$ cat config.mk
export PLATFORM = sky130hd
export DESIGN_NAME = cdce_spi_arbiter
export DESIGN_NICKNAME = d
export VERILOG_FILES = /design/src/rtl/cdce_spi_arbiter.sv
export SDC_FILE = /design/constraint.sdc
export NUM_CORES = 1
export LEC_CHECK = 0
export CORE_MARGIN = 2
export CORE_UTILIZATION = 35
export CTS_CLUSTER_SIZE = 12
export DETAILED_ROUTE_END_ITERATION = 10
export GPL_TIMING_DRIVEN = 0
export MAX_ROUTING_LAYER = met4
export PLACE_DENSITY = 0.76
export SYNTH_ARGS = -nofsm -noshare
export SYNTH_HDL_FRONTEND = slang
export SYNTH_SLANG_ARGS = --single-unit
$ cat constraint.sdc
create_clock -name clk_i -period 2.3 [get_ports clk_i]
set_input_delay 0.46 -clock clk_i [delete_from_list [all_inputs] [get_ports clk_i]]
set_output_delay 0.46 -clock clk_i [all_outputs]
set_load 0.01 [all_outputs]
$ cat src/rtl/cdce_spi_arbiter.sv
// cdce_spi_arbiter: round-robin sharing of the CDCE serial-out engine between two command requesters
module cdce_spi_arbiter #(
  parameter int CMD_WIDTH      = 20,
  parameter int TIMEOUT_CYCLES = 4096
) (
  input  logic                 clk_i,
  input  logic                 rst_ni,
  input  logic                 enable_i,
  input  logic                 req0_valid_i,
  input  logic [CMD_WIDTH-1:0] req0_cmd_i,
  output logic                 req0_ack_o,
  input  logic                 req1_valid_i,
  input  logic [CMD_WIDTH-1:0] req1_cmd_i,
  output logic                 req1_ack_o,
  input  logic                 serial_ready_i,
  output logic                 start_transaction_o,
  output logic [CMD_WIDTH-1:0] command_out_o,
  output logic                 busy_o,
  output logic                 timeout_err_o
);
  localparam int CW = $clog2(TIMEOUT_CYCLES + 1);
  typedef enum logic [1:0] {IDLE, WAIT_BUSY, WAIT_DONE} state_e;
  state_e               state_q;
  logic [1:0]           rst_sync_q;
  logic                 rst_n;
  logic                 last_q, owner_q, ack0_q, ack1_q, start_q, busy_q, err_q;
  logic [CMD_WIDTH-1:0] cmd_q;
  logic [CW-1:0]        cnt_q;
  logic                 grant, pick1, tmo, advance, done, abort;
  // reset asserts immediately and releases two clocks after rst_ni rises
  always_ff @(posedge clk_i or negedge rst_ni)
    if (!rst_ni) rst_sync_q <= '0;
    else rst_sync_q <= {rst_sync_q[0], 1'b1};
  assign rst_n = rst_sync_q[1];
  // winner selection, no grant in the ack cycle, and wait-state exits
  always_comb begin
    pick1   = req1_valid_i & (~req0_valid_i | ~last_q);
    grant   = enable_i & serial_ready_i & (req0_valid_i | req1_valid_i) & ~ack0_q & ~ack1_q;
    tmo     = cnt_q == CW'(TIMEOUT_CYCLES);
    advance = (state_q == WAIT_BUSY) & ~serial_ready_i;
    done    = (state_q == WAIT_DONE) & serial_ready_i;
    abort   = (state_q != IDLE) & ~advance & ~done & tmo;
  end
  // transaction FSM with registered handshake outputs
  always_ff @(posedge clk_i or negedge rst_n)
    if (!rst_n) begin
      state_q <= IDLE;
      last_q  <= 1'b1;
      owner_q <= 1'b0;
      ack0_q  <= 1'b0;
      ack1_q  <= 1'b0;
      start_q <= 1'b0;
      busy_q  <= 1'b0;
      err_q   <= 1'b0;
      cmd_q   <= '0;
      cnt_q   <= '0;
    end else begin
      start_q <= 1'b0;
      ack0_q  <= 1'b0;
      ack1_q  <= 1'b0;
      err_q   <= 1'b0;
      if (state_q == IDLE) begin
        busy_q <= grant;
        if (grant) begin
          owner_q <= pick1;
          cmd_q   <= pick1 ? req1_cmd_i : req0_cmd_i;
          start_q <= 1'b1;
          cnt_q   <= '0;
          state_q <= WAIT_BUSY;
        end
      end else if (advance) begin
        cnt_q   <= '0;
        state_q <= WAIT_DONE;
      end else if (done | abort) begin
        ack0_q  <= ~owner_q;
        ack1_q  <= owner_q;
        err_q   <= abort;
        last_q  <= owner_q;
        state_q <= IDLE;
      end else cnt_q <= cnt_q + CW'(1);
    end
  assign req0_ack_o          = ack0_q;
  assign req1_ack_o          = ack1_q;
  assign start_transaction_o = start_q;
  assign command_out_o       = cmd_q;
  assign busy_o              = busy_q;
  assign timeout_err_o       = err_q;
endmodule

---- Yosys cells after proc, flatten, opt, wreduce, memory -nomap -nowiden ----
Cells that the tools add are included.
cells by class
  equality and inequality tests ........... 5
  magnitude comparators ................... 0
  div/mod/pow operators ................... 0
  add/subtract/negate cells ............... 1
  multiplexer cells ....................... 20
  $mul .................................... 0
  bitwise logic cells ..................... 22
  shifts and indexed selects .............. 0
  reduce and logical (&&, ||, !) cells .... 7
operator list
  kind                                            number
  2-to-1 mux 13 bit                               4
  2-to-1 mux 20 bit                               1
  adder 13 x 1 -> 13 bit (second input constant)  1
  == test 13 bit (second input constant)          1
  2-to-1 mux 1 bit                                11
  AND 1 bit                                       10
  NOT 1 bit                                       9
  2-to-1 mux 2 bit                                4
  AND reduction 2 bit                             3
  != test 3 bit (second input constant)           1
  OR 1 bit                                        3
  AND reduction 3 bit                             1
  nonzero test 3 bit                              1
  == test 2 x 1 -> 1 bit (second input constant)  1
  == test 2 bit (second input constant)           1
  logical NOT 2 bit                               1
  != test 2 bit (second input constant)           1
  nonzero test 2 bit                              1
word-level totals
  memories ................................ 0
  word-level logic and storage cells ...... 66
  input bits .............................. 46
  bits in latches ......................... 0
  flip-flop bits (word level) ............. 44
  memory bits (read-only) ................. 0
  RAM bits ................................ 0

---- Longest topological paths before layout ----
  depth after elaboration ................. 10
  mapped depth ............................ 7
  depth with buffers taken out ............ 6

---- Least setup slack after synthesis ----
No wires, ideal clock.
  path kind ............................... reg2reg
  start point ............................. register cnt_q[0]
  end point ............................... register cnt_q[12]
  cell stages (with the launch flop) ...... 6
  period minus slack after synthesis ...... 1.765 ns
  setup slack ............................. 0.535 ns
  required time ........................... 2.174 ns
  library setup time ...................... 0.126 ns
  arrival time ............................ 1.639 ns
  path through ............................ dfrtp_1 -> ha_1 -> nand3_2 -> or4_1 -> and3_1 -> a221o_1
on the way
  longest elaborated chain between the ends .. 5
  elaborated cells between the ends (all ways) .. 9
ends and longest elaborated chain
  item                                                                            line  text
  start, declared                                                                 28    logic [CW-1:0] cnt_q;
  start signal, assigned                                                          80    end else cnt_q <= cnt_q + CW'(1);
  parallel branches: the longest is 5 deep, another holds adder 13 x 1 -> 13 bit  -
Parallel ways; which one is timed is not known. The select of a mux whose other input is x is not followed.
A chain may end at the register's enable or synchronous reset.

---- Final worst setup path ----
  start point ............................. input serial_ready_i
  end point ............................... register cnt_q[6]
on the way
  longest elaborated chain between the ends .. 9
  elaborated cells between the ends (all ways) .. 18
ends and longest elaborated chain
  item                                  line  text
  start, declared                       15    input logic serial_ready_i,
  NOT 1 bit                             40    advance = (state_q == WAIT_BUSY) & ~serial_ready_i;
  AND 1 bit                             40
  NOT 1 bit (no source line)            -
  AND 1 bit (3 in a row)                42    abort = (state_q != IDLE) & ~advance & ~done & tmo;
  OR 1 bit                              74    end else if (done | abort) begin
  != test 3 bit (no source line)        -
  AND reduction 2 bit (no source line)  -
Several ways; a longest one is shown, not always the timed one.

==> impl_metrics.json <==
{
  "diodes": 0,
  "maxSlewViolCount": 0,
  "grt_overflow": 0,
  "crit_path_start": "serial_ready_i",
  "synthToLayoutAreaGrowth_pct": 43.54,
  "hold_viol_final": 0,
  "clockBufferDepth": 2,
  "synth_area_leaders": "dfrtp_1 51%, mux2i_1 9.9%, nand2_1 6.0%, o21ai_0 5.2%, and3_1 2.4%",
  "grt_first_pass_wirelength_um": 8066,
  "vias": 1853,
  "max_cap_viol_count": 0,
  "drt-total-wl_um": 4923,
  "grt_max_degree": 35,
  "synth-edff-count": 0,
  "mostFrequentLayoutCell": "clkdlybuf4s50_1",
  "p_switching_w": 0.0008318,
  "drtPass1Iterations": 4,
  "post_cts_buffers": 0,
  "io-pin-count": 71,
  "syn_nets": 255,
  "rows": 28,
  "synth_area_leader_cell": "dfrtp_1",
  "ys_seq_area_share_pct": 51.98,
  "swShare_pct": 30.76,
  "critPathRequiredTime_ps": 2490,
  "final-setup-viol-count": 0,
  "setup_slack_ps": 345.2,
  "dr.first_iter.drc_count": 84,
  "synthArstFlopShare_pct": 100.0,
  "p_int_w": 0.001872,
  "cts_resized": 0,
  "cts_made_buffers": 5,
  "ant_nets": 0,
  "leakagePower_nw": 1.370,
  "yosys_register_bits": 44,
  "rsz0062_at_grt": "false",
  "die_h_um": 81.84,
  "stdcell_count": 361,
  "finalSetupTns_ps": 0,
  "core-area_mm2": 0.005886,
  "yosysWarnings": 0,
  "vdd_ir_drop_max_v": 0.0005498,
  "ctsHoldBuffers": 0,
  "antenna_found_initial": 0,
  "die_area_mm2": 0.006698,
  "power.density_mw_per_mm2": 888.2,
  "grt_pass1_vias": 1827,
  "drive_gt1_share_pct": 7.692,
  "synth_ff_type": "dfrtp_1",
  "synth.top_cell.area_share_pct": 50.74,
  "pwr-share-clk_pct": 21.3,
  "path_max_fanout": 10,
  "cts_tree": "built",
  "grt_usage_pct": 16.20,
  "dpl.hpwl_um": 3748,
  "post-route-period-util_pct": 84.99,
  "period_needed_ps": 1955,
  "end_kind": "register",
  "p_total_w": 0.002704,
  "hp-class": "register to async pin",
  "nNetsFinal": 333,
  "start_kind": "primary input",
  "critPathArrivalTime_ps": 2140,
  "max_freq_mhz": 511.6,
  "worstSkewPairLatency_ps": 300,
  "syn_area_per_cell_um2": 10.25,
  "r2r-start": "cnt_q[7]",
  "final_cell_mix": "70 x clkdlybuf4s50_1, 42 x dfrtp_1, 34 x nand2_1",
  "globalplace.congestion": 0.8698,
  "ys_types": 39,
  "netlist_area_mm2": 0.002121,
  "vias_per_cell": 5.133,
  "start_util_pct": 36.03,
  "status": "completed",
  "path_clk_slew_ps": 80,
  "drcViolationCount": 0,
  "h-tree-depth": 2,
  "p_seq_share_pct": 42.0,
  "synthCells": 207,
  "critical_path_class": "primary input to register",
  "die_width_um": 81.84,
  "finalClockSkew_ps": 9.146,
  "pwr-share-comb_pct": 36.7,
  "place_ws_ps": 45.64,
  "portBuffers": 70,
  "dpl.cell_count": 353,
  "wl_per_cell_um": 13.64,
  "cts.sinks": 44,
  "clockRootBuffer": "clkbuf_8"
}
-- registers in the layout (all words and copies together), names as in the netlist --
name / cells
cnt_q: 13
command_out_o: 20
rst_sync_q: 2
timeout_err_o: 1
busy_o: 1
state_q: 2
owner_q: 1
req0_ack_o: 1
req1_ack_o: 1
last_q: 1
start_transaction_o: 1
-- cells in the mapped netlist (2+ instances only) --
library cell	instances
nand4_1	2
clkbuf_1	8
nor2b_1	2
nand3_1	7
a21oi_1	4
a211o_1	3
inv_1	4
buf_2	3
nor3b_1	3
o21ai_0	22
a41oi_1	2
nor4_2	2
a31oi_1	7
mux2i_1	21
a221o_1	3
ha_1	2
o21a_1	2
mux2_2	2
nor2_1	6
nand2_1	34
and3_1	8
dfrtp_1	43
-- path summary, 6_finish.rpt --
check	depth (start not counted)	to	slack [ps]
setup / recovery	6	cnt_q[6]	350
hold / removal	0	command_out_o[8]	120
setup reg to reg	6	cnt_q[6]	410
hold reg to reg	0	command_out_o[8]	120
max in group asynchronous	1	last_q	1690
min in group clk_i	0	rst_sync_q[1]	360
-- power by group through the flow --
stage          combinational, W  clock (W)  sequential, W
6_report               0.000991   0.000577        0.00114
5_1_grt                 0.00111   0.000633        0.00117
4_1_cts                 0.00101   0.000601        0.00114
3_5_place_dp            0.00100          0        0.00116
3_3_place_gp           0.000969          0        0.00116
2_1_floorplan          0.000358          0        0.00123
-- critical path, stage by stage --
cell,delay (ps)
clkdlybuf4s50_1,600
mux2i_1,280
a31oi_1,90
clkbuf_1,230
and3_1,210
a211o_1,260
-- routing by layer --
layer / global-route usage (%) / vias up / wire [um]
met2: 26.75 / 53 / 2510
met1: 18.97 / 889 / 2029
met3: 3.077 / 12 / 249
met4: 7.833 / 0 / 133
li1: - / 899 / -
met5: - / - / 0
-- final cells by class --
type	instances	area, um2
fillers	541	2841
flip-flops and latches	44	1104
multi-input cells	148	958.4
repair buffers	71	720.7
well taps	75	93.84
clock buffers	6	72.57
plain buffers	11	45.04
clock inverters	2	35.03
inverters	4	15.01
-- through the flow --
step	area [um2]	hold slack [ps]	utilization, %
4_1_cts	3044	130.1	51.72
3_3_place_gp	2915	336.9	49.53
6_report	3044	121.0	51.72
5_1_grt	3044	145.6	51.72
3_5_place_dp	2937	124.3	49.89
2_1_floorplan	2121	164.4	-
-- logic make-up after synthesis --
kind of cell	Yosys count	share of synthesized area (%)
simple gates	73	18.17
flops	44	51.98
compound gates	49	14.69
buf+inv	15	2.832
mux	23	10.97
fa+ha+maj	2	1.180
other cells	1	0.1768
Power figures use the tool's default switching activity.
